## src/rtl/audio_pkg.sv

```systemverilog
// rtl/audio_pkg.sv - shared types and constants for the direct-sound engine
package audio_pkg;

  typedef logic signed [7:0] sample_t;

  localparam logic TIMER0 = 1'b0;
  localparam logic TIMER1 = 1'b1;

  // Mix accumulator width: 9 bits covers one halved/full sample sum, plus headroom per channel.
  function automatic int calc_sumw(input int num_ch);
    return 9 + $clog2(num_ch);
  endfunction

endpackage

```

## src/rtl/ds_byte_fifo.sv

```systemverilog
// rtl/ds_byte_fifo.sv - per-channel word-write / byte-read sample FIFO
// Holds the channel's current sample and raises a DMA request when it drains to half.
module ds_byte_fifo
  import audio_pkg::*;
#(
  parameter int FIFO_WORDS = 8,
  localparam int CAP = 4 * FIFO_WORDS,
  localparam int CW = $clog2(CAP) + 1
) (
  input  logic          clock,
  input  logic          rst_b,
  input  logic          wr,
  input  logic [31:0]   wdata,
  input  logic          clr,
  input  logic          pop,
  output sample_t       sample,
  output logic [CW-1:0] count,
  output logic          ovf,
  output logic          req
);

  localparam int WPW = $clog2(FIFO_WORDS);
  localparam logic [CW-1:0] WR_LIMIT = CW'(CAP - 4);
  localparam logic [CW-1:0] HALF = CW'(CAP / 2);

  logic [31:0]    mem [FIFO_WORDS];
  logic [WPW-1:0] wptr;
  logic [WPW-1:0] rword;
  logic [1:0]     rbyte;
  logic           wr_ok;
  logic           pop_hit;
  logic [CW-1:0]  post_pop;

  // Acceptance uses the count before any same-cycle pop.
  always_comb begin
    wr_ok    = wr && (count <= WR_LIMIT);
    pop_hit  = pop && (count != '0);
    post_pop = count - CW'(pop_hit);
  end

  always_ff @(posedge clock) begin
    if (rst_b && !clr && wr_ok) begin
      mem[wptr] <= wdata;
    end
  end

  always_ff @(posedge clock) begin
    if (!rst_b) begin
      wptr   <= '0;
      rword  <= '0;
      rbyte  <= '0;
      count  <= '0;
      sample <= '0;
      ovf    <= 1'b0;
      req    <= 1'b0;
    end else if (clr) begin
      wptr   <= '0;
      rword  <= '0;
      rbyte  <= '0;
      count  <= '0;
      sample <= '0;
      ovf    <= 1'b0;
      req    <= 1'b0;
    end else begin
      if (wr) begin
        if (wr_ok) begin
          wptr <= wptr + WPW'(1);
        end else begin
          ovf <= 1'b1;
        end
      end
      if (pop_hit) begin
        sample <= mem[rword][{rbyte, 3'b000} +: 8];
        rbyte  <= rbyte + 2'd1;
        if (rbyte == 2'd3) begin
          rword <= rword + WPW'(1);
        end
      end
      // Empty pops still request DMA so a starved channel keeps asking.
      req   <= pop && (post_pop <= HALF);
      count <= post_pop + (wr_ok ? CW'(4) : CW'(0));
    end
  end

endmodule

```

## src/rtl/direct_sound_multi.sv

```systemverilog
// rtl/direct_sound_multi.sv - NUM_CH direct-sound channels mixed to left/right
module direct_sound_multi
  import audio_pkg::*;
#(
  parameter int NUM_CH = 2,
  parameter int FIFO_WORDS = 8,
  parameter int OUT_W = 24,
  localparam int CAP = 4 * FIFO_WORDS,
  localparam int CW = $clog2(CAP) + 1
) (
  input  logic                     clock,
  input  logic                     rst_b,
  input  logic [NUM_CH-1:0]        fifo_wr,
  input  logic [31:0]              fifo_wdata,
  input  logic [NUM_CH-1:0]        fifo_clr,
  input  logic [1:0]               timer_ovf,
  input  logic [NUM_CH-1:0]        timer_sel,
  input  logic [NUM_CH-1:0]        vol_full,
  input  logic [NUM_CH-1:0]        en_l,
  input  logic [NUM_CH-1:0]        en_r,
  output logic [NUM_CH-1:0]        sound_req,
  output logic [NUM_CH*CW-1:0]     fifo_count,
  output logic [NUM_CH-1:0]        fifo_ovf,
  output logic signed [OUT_W-1:0]  out_l,
  output logic signed [OUT_W-1:0]  out_r,
  output logic                     out_strobe
);

  localparam int SUMW = calc_sumw(NUM_CH);
  localparam int SHIFT = OUT_W - SUMW;

  sample_t                 samples [NUM_CH];
  logic [NUM_CH-1:0]       pop;
  logic signed [SUMW-1:0]  sum_l;
  logic signed [SUMW-1:0]  sum_r;
  sample_t                 scaled;
  logic                    mix_pend;

  for (genvar ch = 0; ch < NUM_CH; ch++) begin : g_ch
    assign pop[ch] = (timer_sel[ch] == TIMER1) ? timer_ovf[1] : timer_ovf[0];

    ds_byte_fifo #(
      .FIFO_WORDS(FIFO_WORDS)
    ) u_fifo (
      .clock (clock),
      .rst_b (rst_b),
      .wr    (fifo_wr[ch]),
      .wdata (fifo_wdata),
      .clr   (fifo_clr[ch]),
      .pop   (pop[ch]),
      .sample(samples[ch]),
      .count (fifo_count[ch*CW +: CW]),
      .ovf   (fifo_ovf[ch]),
      .req   (sound_req[ch])
    );
  end

  always_comb begin
    sum_l  = '0;
    sum_r  = '0;
    scaled = '0;
    for (int i = 0; i < NUM_CH; i++) begin
      scaled = vol_full[i] ? samples[i] : (samples[i] >>> 1);
      if (en_l[i]) sum_l = sum_l + SUMW'(scaled);
      if (en_r[i]) sum_r = sum_r + SUMW'(scaled);
    end
  end

  // Samples settle one cycle after a pop/clear; the mix is latched the cycle after that.
  always_ff @(posedge clock) begin
    if (!rst_b) begin
      mix_pend   <= 1'b0;
      out_strobe <= 1'b0;
      out_l      <= '0;
      out_r      <= '0;
    end else begin
      mix_pend   <= |(pop | fifo_clr);
      out_strobe <= mix_pend;
      if (mix_pend) begin
        out_l <= OUT_W'(sum_l) <<< SHIFT;
        out_r <= OUT_W'(sum_r) <<< SHIFT;
      end
    end
  end

endmodule

```

## config.mk

```make
export PLATFORM = sky130hd
export DESIGN_NAME = direct_sound_multi
export DESIGN_NICKNAME = d
export VERILOG_FILES = /design/src/rtl/audio_pkg.sv /design/src/rtl/ds_byte_fifo.sv /design/src/rtl/direct_sound_multi.sv
export SDC_FILE = /design/constraint.sdc
export NUM_CORES = 1
export LEC_CHECK = 0
export CORE_MARGIN = 2
export CORE_UTILIZATION = 54
export CTS_CLUSTER_DIAMETER = 80
export DETAILED_ROUTE_END_ITERATION = 10
export PLACE_DENSITY = 0.75
export SYNTH_ARGS = -nofsm -noshare
export SYNTH_HDL_FRONTEND = slang
export SYNTH_HIERARCHICAL = 1
export SYNTH_SLANG_ARGS = --single-unit
export TNS_END_PERCENT = 20
```

## constraint.sdc

```tcl
create_clock -name clock -period 3.75 [get_ports clock]
set_clock_uncertainty 0.2 [all_clocks]
set_input_delay 0.5625 -clock clock [delete_from_list [all_inputs] [get_ports clock]]
set_output_delay 0.5625 -clock clock [all_outputs]
set_load 0.02 [all_outputs]
```

==> flow_metrics.env <==
export IMPL_cts_reportedPaths_clkPinSlew_ns=0.06
export IMPL_synth_seq_area_share_pct=69.7
export IMPL_area_growth_synth_to_final_pct=14.6
export IMPL_clk_latency_ns=0.63
export IMPL_min_period_over_period_pct=81.0
export IMPL_fmaxAchievable_ghz=0.329
export IMPL_ir_drop_mv=0.425
export IMPL_initial_utilization_pct=54.7
export IMPL_rsz0062_at_grt="false"
export IMPL_status="completed"
export IMPL_port_buffers=84
export IMPL_firstDrtPassIters=5
export IMPL_grt_usage_pct=23.0
export IMPL_end_kind="flop"
export IMPL_final_nets=1762
export IMPL_design_area_um2=27800
export IMPL_grt_overflow=0
export IMPL_synthArstFlopShare_pct=0
export IMPL_wirelength_um=53700
export IMPL_wl_per_cell_um=23.1
export IMPL_gp_congestion=0.841
export IMPL_yosys_warnings=6
export IMPL_die_h_um=216
export IMPL_die_w_um=216
export IMPL_core_area_um2=44300
export IMPL_grt_pass1_vias=13600
export IMPL_powerDensity_nw_per_um2=512
export IMPL_final_common_cell="edfxtp_1"
export IMPL_final_cell_mix="edfxtp_1, mux2i_1, a22oi_1"
export IMPL_viasPerCell=5.98
export IMPL_std_cell_rows=77
export IMPL_post_cts_setup_buffers=0
export IMPL_arrival_ns=3.33
export IMPL_antenna_found_initial=2
export IMPL_drv_slew=0
export IMPL_ctsResizeCount=0
export IMPL_slew_limit_headroom_pct=52.3
export IMPL_synth_top_area_share_pct=63.4
export IMPL_worstPathCellList="clkdlybuf4s50_1 > buf_4 > mux2i_1 > nor2_1 > ha_1 > a21oi_1 > o41ai_2 > o311a_1 > o21a_1 > or3_1"
export IMPL_syn_area_um2=24300
export IMPL_finalSetupViolCount=0
export IMPL_clock_path_buffers=3
export IMPL_cp_max_fo=6
export IMPL_ys_flop_type="edfxtp_1"
export IMPL_synth_seq_cells=588
export IMPL_cp_data_required_time_ns=4.04
export IMPL_synth_cell_types=63
export IMPL_p_leak_nw=8.68
export IMPL_hold_viol=0
export IMPL_die_area_um2=46600
export IMPL_setup_ws_ns=0.714
export IMPL_io_pins=113
export IMPL_postPlaceCellArea_um2=26000
export IMPL_clkSinkCount=588
export IMPL_drive_gt1_share_pct=10.2
export IMPL_worst_pin_slew_ns=0.714
export IMPL_utilization_pct=62.7
export IMPL_crit_family="compound AO/OA/AOI/OAI gates"
export IMPL_drtIter0Drc=1458
export IMPL_dpl_hpwl_um=31900
export IMPL_grt_max_degree=49
export IMPL_crit_type="input port to flop"
export IMPL_htree_levels=2
export IMPL_holdCritPathClass="flop to flop"
export IMPL_cap_violations=0
export IMPL_postSynthAreaPerCell_um2=15.4
export IMPL_synth_edf_count=512
export IMPL_ctsHoldBuffers=0
export IMPL_diodes=0
export IMPL_yosysTopAreaCell="edfxtp_1"
export IMPL_cts_root_buf="clkbuf_16"
export IMPL_whs_ns=0.288
export IMPL_vias=13900
export IMPL_postRouteAntennaNets=0
export IMPL_min_period_ns=3.04
export IMPL_critPathBufInv=2
export IMPL_pre_cts_slack_ns=0.120
export IMPL_cts_tree="built"
export IMPL_fin_setup_tns_ns=0
export IMPL_critPathMaxStageDelay_ns=0.59
export IMPL_numCtsBuffers=58
export IMPL_netlist_instances=1576
export IMPL_startpoint_type="input port"
export IMPL_drc_errors=0
export IMPL_synthTopCellsByArea="edfxtp_1, mux2i_1, dfxtp_1"
export IMPL_grt_pass1_wl_um=81100
export IMPL_slowest_stage="clkdlybuf4s50_1"
-- final timing paths --
path                                start  cells after the start  slack (ns)                         to
setup / recovery              vol_full[0]                     10        0.71                  out_r[21]
hold / removal                  out_l[14]                      2        0.29                  out_l[14]
setup reg to reg  g_ch[0].u_fifo/count[0]                      5        0.87  g_ch[0].u_fifo/mem[4][30]
hold reg to reg                 out_l[14]                      2        0.29                  out_l[14]
-- cells by family (layout without fill, tap and decap cells) --
family                   Yosys count  after routing  share of synthesized area [%]
XOR/XNOR                          24             24                          0.867
adder cells (fa/ha/maj)           29             29                           1.56
AND/OR/NAND/NOR                  208            208                           4.41
other                              1             28                         0.0155
flip-flops                       588            588                           69.7
multiplexers                     279            279                           11.7
AO/OA/AOI/OAI                    319            319                           8.72
buffers and inverters            128            255                           3.06
-- Yosys cell counts, types with 17 or more instances --
library cell	number
edfxtp_1	512
dfxtp_1	76
ha_1	27
or4_1	18
nand2b_1	17
nor2_1	69
clkbuf_1	50
buf_4	46
mux2i_1	266
a22oi_1	128
nand2_1	31
a21oi_1	99
o21ai_0	26
-- through the flow --
stage / instances / power, mW
3_5_place_dp: 2217 / 8.78
2_1_floorplan: 1603 / 8.27
4_1_cts: 2322 / 14.3
5_1_grt: 2322 / 14.8
3_3_place_gp: 2217 / 8.74
6_report: 2322 / 14.2
-- flip-flops by register name, indices dropped and copies added (netlist names), named ones only --
| signal | count |
|---|---|
| g_ch.u_fifo/mem | 512 |
| g_ch.u_fifo/sample | 16 |
| g_ch.u_fifo/count | 12 |
| out_l | 10 |
| out_r | 10 |
| g_ch.u_fifo/rword | 6 |
| g_ch.u_fifo/wptr | 6 |
| g_ch.u_fifo/rbyte | 4 |
| g_ch.u_fifo/ovf | 2 |
| g_ch.u_fifo/req | 2 |
| mix_pend | 1 |
| out_strobe | 1 |
-- layout make-up --
class | instances | area [um^2]
multi-input combinational | 887 | 6840
clock buffer | 73 | 1510
timing repair buffer | 134 | 1400
sequential | 588 | 16900
tap | 592 | 741
fill | 3190 | 16500
clock inverter | 32 | 333
inverter | 16 | 60.1
-- worst register-to-register path, cell delays in order (launching register included) --
cell	delay, ns
dfxtp_1	0.33
or2_2	0.32
a211oi_2	0.47
nand3_1	0.46
nor3_4	0.23
buf_4	0.50
-- routing by layer --
metal	global-route usage, %	wire, um	vias to the layer above
met5	0	29	-
met4	7.31	1560	4
met3	4.68	3880	102
met2	36.9	25300	534
met1	31.8	22900	6939
li1	-	-	6312
-- power breakdown --
group / total (mW) / internal [mW] / switching, mW
combinational: 1.30 / 0.511 / 0.789
clock: 5.59 / 3.19 / 2.40
sequential: 7.35 / 7.24 / 0.112
(Power assumes the default switching activity.)
